===== src/rtl/nvm_lif_neuron_array.sv =====
// nvm_lif_neuron_array: leaky integrate-and-fire output layer with per-picture spike counting
// and an argmax scan that hands the winning class to the host.
module nvm_lif_neuron_array #(
    parameter int NUM_NEURONS = 4,
    parameter int STIM_W      = 16,
    parameter int POT_W       = 16,
    parameter int CNT_W       = 8,
    parameter int IDX_W       = 2
) (
    input  logic                     clk,
    input  logic                     rst,
    input  logic signed [STIM_W-1:0] stimuli,
    input  logic [NUM_NEURONS-1:0]   connection,
    input  logic                     enable,
    input  logic                     step_done,
    input  logic                     picture_done,
    input  logic signed [POT_W-1:0]  threshold,
    input  logic [3:0]               leak_shift,
    output logic [NUM_NEURONS-1:0]   spike_o,
    output logic [IDX_W-1:0]         class_o,
    output logic                     class_none_o,
    output logic                     class_valid,
    input  logic                     class_ready,
    output logic                     busy_o,
    output logic                     overrun_o
);
    localparam int EW = POT_W + 2;

    typedef enum logic [1:0] {IDLE, SCAN, DONE} state_t;

    function automatic logic signed [POT_W-1:0] sat(input logic signed [EW-1:0] v);
        logic signed [EW-1:0] hi, lo;
        hi = {3'b000, {(POT_W-1){1'b1}}};
        lo = {3'b111, {(POT_W-1){1'b0}}};
        return v > hi ? hi[POT_W-1:0] : v < lo ? lo[POT_W-1:0] : v[POT_W-1:0];
    endfunction

    state_t                  state_q;
    logic [IDX_W-1:0]        idx_q, best_q;
    logic [CNT_W-1:0]        best_cnt_q;
    logic signed [POT_W-1:0] pot_q [NUM_NEURONS];
    logic signed [POT_W-1:0] pot_d [NUM_NEURONS];
    logic [CNT_W-1:0]        cnt_q [NUM_NEURONS];
    logic [CNT_W-1:0]        cnt_d [NUM_NEURONS];
    logic [CNT_W-1:0]        snap_q [NUM_NEURONS];
    logic [NUM_NEURONS-1:0]  fire;

    for (genvar i = 0; i < NUM_NEURONS; i++) begin : g_n
        logic signed [POT_W-1:0] a;
        logic signed [EW-1:0]    ae, b;
        assign a  = (enable && connection[i]) ? sat(EW'(pot_q[i]) + EW'(stimuli)) : pot_q[i];
        assign ae = EW'(a);
        assign b  = (leak_shift != 4'd0) ? ae - (ae >>> leak_shift) : ae;
        assign fire[i]  = step_done && (b >= EW'(threshold));
        assign pot_d[i] = !step_done ? a : fire[i] ? sat(b - EW'(threshold)) : b[POT_W-1:0];
        assign cnt_d[i] = (fire[i] && cnt_q[i] != '1) ? cnt_q[i] + 1'b1 : cnt_q[i];
    end

    // picture_done clears the live state but the snapshot still sees this cycle's spikes
    always_ff @(posedge clk or posedge rst) begin
        if (rst) begin
            spike_o <= '0;
            for (int k = 0; k < NUM_NEURONS; k++) begin
                pot_q[k]  <= '0;
                cnt_q[k]  <= '0;
                snap_q[k] <= '0;
            end
        end else begin
            spike_o <= fire;
            for (int k = 0; k < NUM_NEURONS; k++) begin
                pot_q[k] <= picture_done ? '0 : pot_d[k];
                cnt_q[k] <= picture_done ? '0 : cnt_d[k];
                if (picture_done && state_q == IDLE) snap_q[k] <= cnt_d[k];
            end
        end
    end

    assign busy_o = state_q != IDLE;

    always_ff @(posedge clk or posedge rst) begin
        if (rst) begin
            state_q      <= IDLE;
            idx_q        <= '0;
            best_q       <= '0;
            best_cnt_q   <= '0;
            class_o      <= '0;
            class_none_o <= 1'b0;
            class_valid  <= 1'b0;
            overrun_o    <= 1'b0;
        end else begin
            overrun_o <= picture_done && state_q != IDLE;
            case (state_q)
                IDLE: if (picture_done) begin
                    state_q    <= SCAN;
                    idx_q      <= '0;
                    best_q     <= '0;
                    best_cnt_q <= '0;
                end
                SCAN: begin
                    if (snap_q[idx_q] > best_cnt_q) begin
                        best_cnt_q <= snap_q[idx_q];
                        best_q     <= idx_q;
                    end
                    idx_q <= idx_q + 1'b1;
                    if (idx_q == IDX_W'(NUM_NEURONS - 1)) state_q <= DONE;
                end
                DONE: if (class_valid && class_ready) begin
                    class_valid <= 1'b0;
                    state_q     <= IDLE;
                end else if (!class_valid) begin
                    class_valid  <= 1'b1;
                    class_o      <= best_q;
                    class_none_o <= best_cnt_q == '0;
                end
                default: state_q <= IDLE;
            endcase
        end
    end
endmodule


===== config.mk =====
export PLATFORM = sky130hd
export DESIGN_NAME = nvm_lif_neuron_array
export DESIGN_NICKNAME = d
export VERILOG_FILES = /design/src/rtl/nvm_lif_neuron_array.sv
export SDC_FILE = /design/constraint.sdc
export NUM_CORES = 1
export LEC_CHECK = 0
export CAP_MARGIN = 20
export CORE_MARGIN = 2
export CORE_UTILIZATION = 50
export CTS_CLUSTER_SIZE = 12
export DETAILED_ROUTE_END_ITERATION = 10
export PLACE_DENSITY = 0.66
export SETUP_SLACK_MARGIN = 0.2
export SYNTH_ARGS = -nofsm -noshare
export SYNTH_HDL_FRONTEND = slang
export SYNTH_SLANG_ARGS = --single-unit

===== constraint.sdc =====
create_clock -name clk -period 21.3 [get_ports clk]
set_clock_uncertainty 0.05 [all_clocks]
set_input_delay 4.26 -clock clk [delete_from_list [all_inputs] [get_ports clk]]
set_output_delay 4.26 -clock clk [all_outputs]
set_load 0.02 [all_outputs]

## Word-level counts from Yosys, hierarchy flattened

Cells that the tools add are included.
Widths: inputs -> output; s select.

- Add/sub/neg operators: 17
- $lt $le $gt $ge: 22
- Equal/unequal tests: 11
- Shift-type cells: 4
- Mux-type cells: 59
- Bitwise gates (word level): 3
- Reduce and logical (&&, ||, !) cells: 24

Operators with widths:

| kind | number |
|---|---|
| $mux 16 | 32 |
| $mux 8 | 12 |
| $ge 18x16->1 | 4 |
| $gt 18x16->1 const B | 4 |
| $lt 18x16->1 const B | 4 |
| $mux 18 | 4 |
| $sshr 16x4->18 | 4 |
| $sub 16x18->18 | 4 |
| $sub 18x16->18 | 4 |
| $add 16x16->17 | 4 |
| $gt 17x16->1 const B | 4 |
| $lt 17x16->1 const B | 4 |
| $add 8x1->8 const B | 4 |
| $ne 8x8->1 const B | 4 |
| $bmux 8 s2 | 1 |
| $pmux 8 s2 | 1 |
| $logic_and 1x1->1 | 15 |
| $mux 2 | 5 |
| $reduce_and 3->1 | 3 |
| $gt 8x8->1 | 1 |
| $logic_not 8->1 | 1 |
| $ne 2x2->1 const B | 4 |
| $pmux 2 s2 | 2 |
| $pmux 2 s3 | 1 |
| other kinds (11) | 14 |

- Register bits after elaboration: 151
- Output and inout bits: 10
- Word-level logic and storage cells: 161

## Longest topological paths before layout

Gate-level depths: netlist of the first run.

- Depth after elaboration: 15
- Gate-level depth with buffers: 47
- Mapped depth without buffers: 45

## Least setup slack after synthesis of the first run

No wires, ideal clock.

- Path type: input to register
- Start: input stimuli[0]
- End: register pot_q[16] (netlist bit)
- Arrival: 12030 ps
- Setup slack: 9126 ps
- Cell stages on the path: 43
- Cells stage by stage: ha_1 -> inv_1 -> fa_1 -> and2b_1 -> o211ai_1 -> a31oi_4 -> a311oi_4 -> nor2_1 -> nand2b_1 -> clkbuf_1 -> nand2_1 -> and3_1 -> a21oi_1 -> inv_1 -> o211ai_1 -> o41ai_1 -> o21a_1 -> nor2_1 -> [... 7 more ...] -> or3_1 -> a31o_2 -> ha_1 -> a21o_1 -> a21oi_1 -> nor2b_1 -> o21ai_0 -> nand2b_1 -> a21o_1 -> nand2_1 -> nand3b_1 -> or4b_2 -> nand4_1 -> inv_1 -> nand2_1 -> clkbuf_1 -> o21ai_0 -> a211oi_1

- Cells in the longest elaborated chain, start to end: 15
- Elaborated cells on any way between the ends: 19
- Classes of those cells: 3 x add/sub; 5 x order compare; 1 x shift; 9 x mux; 1 x reduce/logical

Ends and longest elaborated chain:

| element | RTL line | source |
|---|---|---|
| from (decl) | 12 | `input logic signed [STIM_W-1:0] stimuli,` |
| $add 16x16->17 (*) | 51 | `assign a = (enable && connection[i]) ? sat(EW'(pot_q[i]) + EW'(stimuli)) : pot_q[i];` |
| $lt 17x16->1 | 35 | `return v > hi ? hi[POT_W-1:0] : v < lo ? lo[POT_W-1:0] : v[POT_W-1:0];` |
| $mux 16 | 35 |  |
| $mux 16 (*) | 35 |  |
| $mux 16 (*) | 51 |  |
| $sshr 16x4->18 | 53 | `assign b = (leak_shift != 4'd0) ? ae - (ae >>> leak_shift) : ae;` |
| $sub 16x18->18 | 53 |  |
| $mux 18 | 53 |  |
| $sub 18x16->18 | 55 | `assign pot_d[i] = !step_done ? a : fire[i] ? sat(b - EW'(threshold)) : b[POT_W-1:0];` |
| $lt 18x16->1 | 35 |  |
| $mux 16 (2 in series) | 35 |  |
| $mux 16 | 55 |  |
| $mux 16 (*) | 55 |  |
| $mux 16 (*) | 71 | `pot_q[k] <= picture_done ? '0 : pot_d[k];` |
| to (signal, indexed assignment) | 71 |  |
| to (decl) | 41 | `logic signed [POT_W-1:0] pot_q [NUM_NEURONS];` |

Mark *: on every way between the ends. The rest lies on a longest branch, timed or not.
A chain may end at the register's enable or synchronous reset.

## Final worst setup path of the first run

- Start: input stimuli[0]
- End: register pot_q[29] (netlist bit)

Same word-level chain as after synthesis.

==> impl_results.md, run 1 <==
* Grt ovf at 0
* Critical path's largest stage delay at 660 ps
* Cell row count at 78
* Worst EP required at 21570 ps
* Setup-failing EPs final at 0
* Hold buffers post-CTS at 0
* Vias in the first global route at 22200
* Crit end category: register
* Via count at 24500
* First-pass GRT wire length at 132 mm
* IO Port Bufs at 55
* Most used cell, CP: o21ai_0
* Clk sinks at 151
* Asr flop ratio synth at 100%
* Fin. max-slew vios at 0
* Final wirelength at 87.0 mm
* Number of diodes at 0
* Mapped Avg Cell Area at 7.25 µm²
* Layout area overhead at 6.31%
* Global Route Usage Sum at 36.1%
* Chip Width at 218 µm
* CTS tree: yes
* DIE AREA at 47300 µm²
* Filler instances at 4399
* Post-synthesis sequential area ratio at 16.6%
* GPL Wtd Cong at 1.01
* Synth warnings at 0
* CP max FO at 14
* Worst-margin pin slew at 1120 ps
* Top_reg_cell synth: dfrtp_1
* Met2 WL at 35.3 mm
* Status: finished clean
* Tmin final at 14880 ps
* Slowest-stage cell, CP: clkdlybuf4s50_1
* FF/Latch Area at 3780 µm²
* Reg2reg start: pot_q[16]
* Die H at 218 µm
* Largest net degree at the start of global routing at 68
* Drt wl/cell at 23.5 µm
* CTS Buffer Depth at 2
* DRC errors left at 0
* CORE AREA at 45200 µm²
* Clock latency on the worst-skew pair at 460 ps
* Unrepaired setup endpoints after global routing: no
* Yosys reg bits at 151
* DRT Pass-1 Iters at 6
* Hold WC Path Type: register to register
* Unique masters post-synth at 104
* Crit path kind: input port to register
* Max Clock Freq at 0.0672 GHz
* Setup bufs post-CTS at 0
* Post-Syn Nets at 3407
* Synthesized area at 22800 µm²
* Multi-input gate area at 17800 µm²
* Layout Nets at 3348
* Post-synth EDFFs at 0
* Worst setup startpoint: stimuli[0]
* Worst slew margin at 25.0%
* Initial core utilization at 50.4%
* Maxcap violations at 0
* CTS buffer count at 17
* Mapped Cells at 3144
* Initial antenna violation count at 0
* Final Hold Vio Count at 0
* # H-tree levels at 4
* WP data arrival at 15150 ps
* Routed Antenna Nets at 0
* Hold_sp: snap_q[3]
* Share of cells above drive strength 1 at 5.10%
* PostCTS Resize Cnt at 0
* Number of DRC markers in iteration 0 at 3236
* Post-route cell area at 24200 µm²
* Placement Cell Area at 23600 µm²
* Metal3 WL at 9.35 mm
* Dpl hpwl at 67.7 mm
* CTS clk-pin slew, worst paths at 80 ps
* Top routing layer in use: met4
* CP Launch Type: input port
* Met1 wire length at 39.2 mm
* Boundary Pins at 56
* Root buffer cell: clkbuf_16
* Sum of negative setup slack at 0 ps
* Tcrit/Tclk final at 69.8%
* Vias per cell at 6.63
## synth_stat cells, types with 33 or more instances
cell type	n	area share [%]
a211oi_1	60	2.0
a21o_1	89	2.9
a21oi_1	283	6.2
a31oi_1	34	0.93
and3_1	33	0.91
clkbuf_1	126	2.1
dfrtp_1	151	17
ha_1	205	11
inv_1	154	2.5
mux2i_1	69	3.0
nand2_1	360	5.9
nand2b_1	51	1.4
nand3_1	69	1.5
nand4_1	41	1.1
nor2_1	305	5.0
nor2b_1	33	0.91
nor3_1	44	0.97
o211ai_1	49	1.6
o21a_1	36	1.2
o21ai_0	321	7.0
xnor2_1	96	3.7
xor2_1	58	2.2
## placed cells by master (no fill, tap or decap), types with 15 or more instances in the layout
cell type	synthesis	routed
a211o_1	15	15
a211oi_1	60	60
a21boi_0	16	16
a21o_1	89	89
a21oi_1	283	283
a22o_1	15	15
a22oi_1	16	16
a31oi_1	34	33
and2_1	26	26
and3_1	33	33
buf_4	0	27
clkbuf_16	0	17
clkdlybuf4s50_1	0	49
dfrtp_1	151	151
ha_1	205	205
inv_1	154	152
maj3_1	15	15
mux2i_1	69	69
mux4_2	20	20
nand2_1	360	358
nand2b_1	51	51
nand3_1	69	69
nand4_1	41	41
nor2_1	305	304
nor2b_1	33	33
nor3_1	44	44
nor4_1	16	16
o211ai_1	49	49
o21a_1	36	36
o21ai_0	321	321
o21ai_1	19	19
o21bai_1	20	20
or3_1	22	22
xnor2_1	96	96
xor2_1	58	58
## final timing paths
kind / endpoint / slack [ps] / cells past startpoint
worst min-delay path: snap_q[3] / 430 / 2
worst max register to register: pot_q[29] / 10490 / 39
worst max-delay path: pot_q[29] / 6420 / 40
max in group asynchronous: snap_q[20] / 15200 / 4
min in group asynchronous: pot_q[15] / 4180 / 2
worst min register to register: snap_q[3] / 430 / 2
## routing by layer
metal | GRT usage, % | vias up
met1 | 54.1 | 11600
li1 | - | 11400
met2 | 51.4 | 1356
met3 | 6.65 | 147
met4 | 12.0 | 0
met5 | 0 | -
## metrics by stage
step,setup slack (ps),instances,hold WS [ps],utilization (%)
after floorplan,9130,3144,395,-
after global placement,6460,3662,409,52.3
after detailed placement,6360,3662,417,52.3
after CTS,6820,3693,432,53.6
after global routing,5890,3697,450,53.6
final,6420,3697,429,53.6
## area by class of cell
type                       instances  area share (%)
clock inverter                    14           0.625
inverter                         155            2.42
multi-input combinational       2677            73.5
timing repair buffer              83            3.01
sequential                       151            15.6
clock buffer                      17            1.76
tap                              600            3.10
## logic make-up after synthesis
group                      count (synthesis)  share of synthesized area (%)
DFF                                      151                           16.6
AOI/OAI and AO/OA                       1133                           32.0
muxes                                    104                           5.80
and+or+nand+nor                         1052                           21.3
xor gates and xnor gates                 154                           5.92
adders and majority gates                234                           13.1
buffers and inverters                    316                           5.37
## registers in the layout, indices dropped and copies added (netlist names)
register / count
best_cnt_q: 8
best_q: 2
class_none_o: 1
class_o: 2
class_valid: 1
cnt_q: 32
idx_q: 2
overrun_o: 1
pot_q: 64
snap_q: 32
spike_o: 4
state_q: 2
## worst max-delay path, delay by kind of cell
family,cells,cell delay [ps]
fa+ha+maj,4,1270
mux,1,340
simple gates,12,2920
compound gates,19,5200
buf+inv,4,1120
Power of run 1 is left out: the tool's default activity adds up to more than one toggle a clock period on the data nets, which glitch-free logic cannot reach.
==> inputs of run 2 (changes only) <==
--- a/config.mk
+++ b/config.mk
@@ -10,7 +10,7 @@
 export CORE_UTILIZATION = 50
 export CTS_CLUSTER_SIZE = 12
 export DETAILED_ROUTE_END_ITERATION = 10
-export PLACE_DENSITY = 0.66
+export PLACE_DENSITY = 0.68
 export SETUP_SLACK_MARGIN = 0.2
 export SYNTH_ARGS = -nofsm -noshare
 export SYNTH_HDL_FRONTEND = slang
==> constraint.sdc (replaced) <==
create_clock -name clk -period 12.8 [get_ports clk]
set_clock_uncertainty 0.05 [all_clocks]
set_input_delay 2.56 -clock clk [delete_from_list [all_inputs] [get_ports clk]]
set_output_delay 2.56 -clock clk [all_outputs]
set_load 0.02 [all_outputs]
==> impl_results.md, run 2 (synthesized netlist as in run 1, its figures left out) <==
* Status: finished clean
* GPL Wtd Cong at 0.995 (-1.9%)
* Worst-margin pin slew at 1140 ps (+21.2 ps)
* Root buffer cell: clkbuf_16
* Final wirelength at 87.0 mm (about the same)
* # H-tree levels at 4 (unchanged)
* Share of cells above drive strength 1 at 6.54% (+1.4 points)
* Worst slew margin at 23.6% (-1.4 points)
* Initial antenna violation count at 1 (+1)
* CTS tree: yes
* Layout Nets at 3386 (+1.1%)
* Maxcap violations at 0 (unchanged)
* Fin. max-slew vios at 0 (unchanged)
* IO Port Bufs at 55 (unchanged)
* Grt ovf at 0 (unchanged)
* WP buf/inv at 3 (-1)
* Number of diodes at 0 (unchanged)
* DRC errors left at 0 (unchanged)
* Unrepaired setup endpoints after global routing: no
* Top delay family on crit path: compound AO/OA/AOI/OAI gates
* Initial core utilization at 50.4% (unchanged)
* CORE AREA at 45200 µm² (unchanged)
* DP Worst Slack at -218 ps (-6580 ps)
* WP data arrival at 12340 ps (-2810 ps)
* Largest register FFs at 64 (unchanged)
* Leading cell type in the layout, fill and taps excluded: nand2_1
* Largest net degree at the start of global routing at 103 (+51%)
* Chip Width at 218 µm (unchanged)
* Crit end category: register
* Critical path's largest stage delay at 700 ps (+40 ps)
* CTS buffer count at 17 (unchanged)
* Die H at 218 µm (unchanged)
* Crit path kind: input port to register
* Most frequent cells in the layout: nand2_1 (357), o21ai_0 (319), nor2_1 (304), a21oi_1 (282), ha_1 (205)
* CTS clk-pin slew, worst paths at 80 ps (about the same)
* Boundary Pins at 56 (unchanged)
* Worst EP required at 13060 ps (-8510 ps)
* CP max FO at 13 (-1)
* First-pass GRT wire length at 133 mm (+0.71%)
* DIE AREA at 47300 µm² (unchanged)
* Cell row count at 78 (unchanged)
* Layout area overhead at 7.95%
* Largest register by flop count: pot_q
* Routed Antenna Nets at 0 (unchanged)
* Setup-failing EPs final at 0 (unchanged)
* Max Clock Freq at 0.0827 GHz
* Clock latency on the worst-skew pair at 460 ps (about the same)
* Final Hold Vio Count at 0 (unchanged)
* CP Launch Type: input port
* Drt wl/cell at 23.3 µm (-1.0%)
* DRT Pass-1 Iters at 6 (unchanged)
* Most used cell, CP: o21ai_0
* Number of DRC markers in iteration 0 at 3381 (+4.5%)
* Hold WC Path Type: register to register
* Hold WS at 436 ps (+7.41 ps)
* Vias per cell at 6.60 (-0.49%)
* CTS Buffer Depth at 2 (unchanged)
* Via count at 24700 (+0.56%)
* Post-layout worst setup margin at 714 ps (-5710 ps)
* Clk sinks at 151 (unchanged)
* Largest regs: pot_q (64), cnt_q (32), snap_q (32)
* Vias in the first global route at 22700 (+1.9%)
* Global Route Usage Sum at 36.1% (about the same)
* Dpl hpwl at 67.1 mm (-0.89%)
* Tmin final at 12090 ps
* Tcrit/Tclk final at 94.4%
* Slowest-stage cell, CP: clkdlybuf4s50_1
==> run 2: cell count changes in the layout (fill, tap and decap cells not counted), sizes merged <==
cell	previous run	this run
clkdlybuf4s50	49	48
inv	165	160
clkinv	3	9
clkbuf	18	17
dlymetal6s2s	0	1
buf	33	72
==> run 2: cell type report <==
type	count	area, µm²
clock inverter	15	176
multi-input combinational	2677	17800
clock buffer	17	425
sequential	151	3780
inverter	155	591
tap	600	751
timing repair buffer	121	1040
fill	4401	20600
==> run 2: metal layers <==
metal | track usage [%] | up-vias | share of wire [%]
li1 | - | 11500 | -
met1 | 52.7 | 11600 | 44
met2 | 52.3 | 1372 | 41
met3 | 7.31 | 163 | 11
met4 | 12.9 | 2 | 3.8
met5 | 0 | - | 0.015
==> run 2: tightest hold or removal path: cells and delay by family, from the launching register on <==
family	cells	cell delay [ps]
AOI/OAI and AO/OA	1	60
DFF	1	350
and+or+nand+nor	1	40
==> run 2: final timing paths <==
kind / startpoint / endpoint / slack (ps) / depth (start not counted)
max reg2reg: pot_q[32] / pot_q[41] / 2950 / 44
min: snap_q[25] / snap_q[25] / 440 / 2
max in group asynchronous: rst / pot_q[33] / 8830 / 4
max: stimuli[2] / pot_q[41] / 710 / 41
min in group asynchronous: rst / pot_q[31] / 2460 / 2
min reg2reg: snap_q[25] / snap_q[25] / 440 / 2
==> run 2: per-stage QoR <==
step	util [%]	instance area [µm²]	instances	TNS [ps]
floorplan	-	22800	3144	0
global placement	52.9	23900	3697	-9.99
detailed placement	52.9	23900	3699	-631
CTS	54.2	24500	3731	0
global route	54.5	24600	3736	0
finish	54.5	24600	3736	0
==> run 2: repair_timing <==
action / CTS / global route
resized for setup: 0 / 13
setup buffers: 0 / 4
hold buffers: 0 / 0
setup endpoints to repair: 0 / 39
Power of run 2 is left out for the same reason.
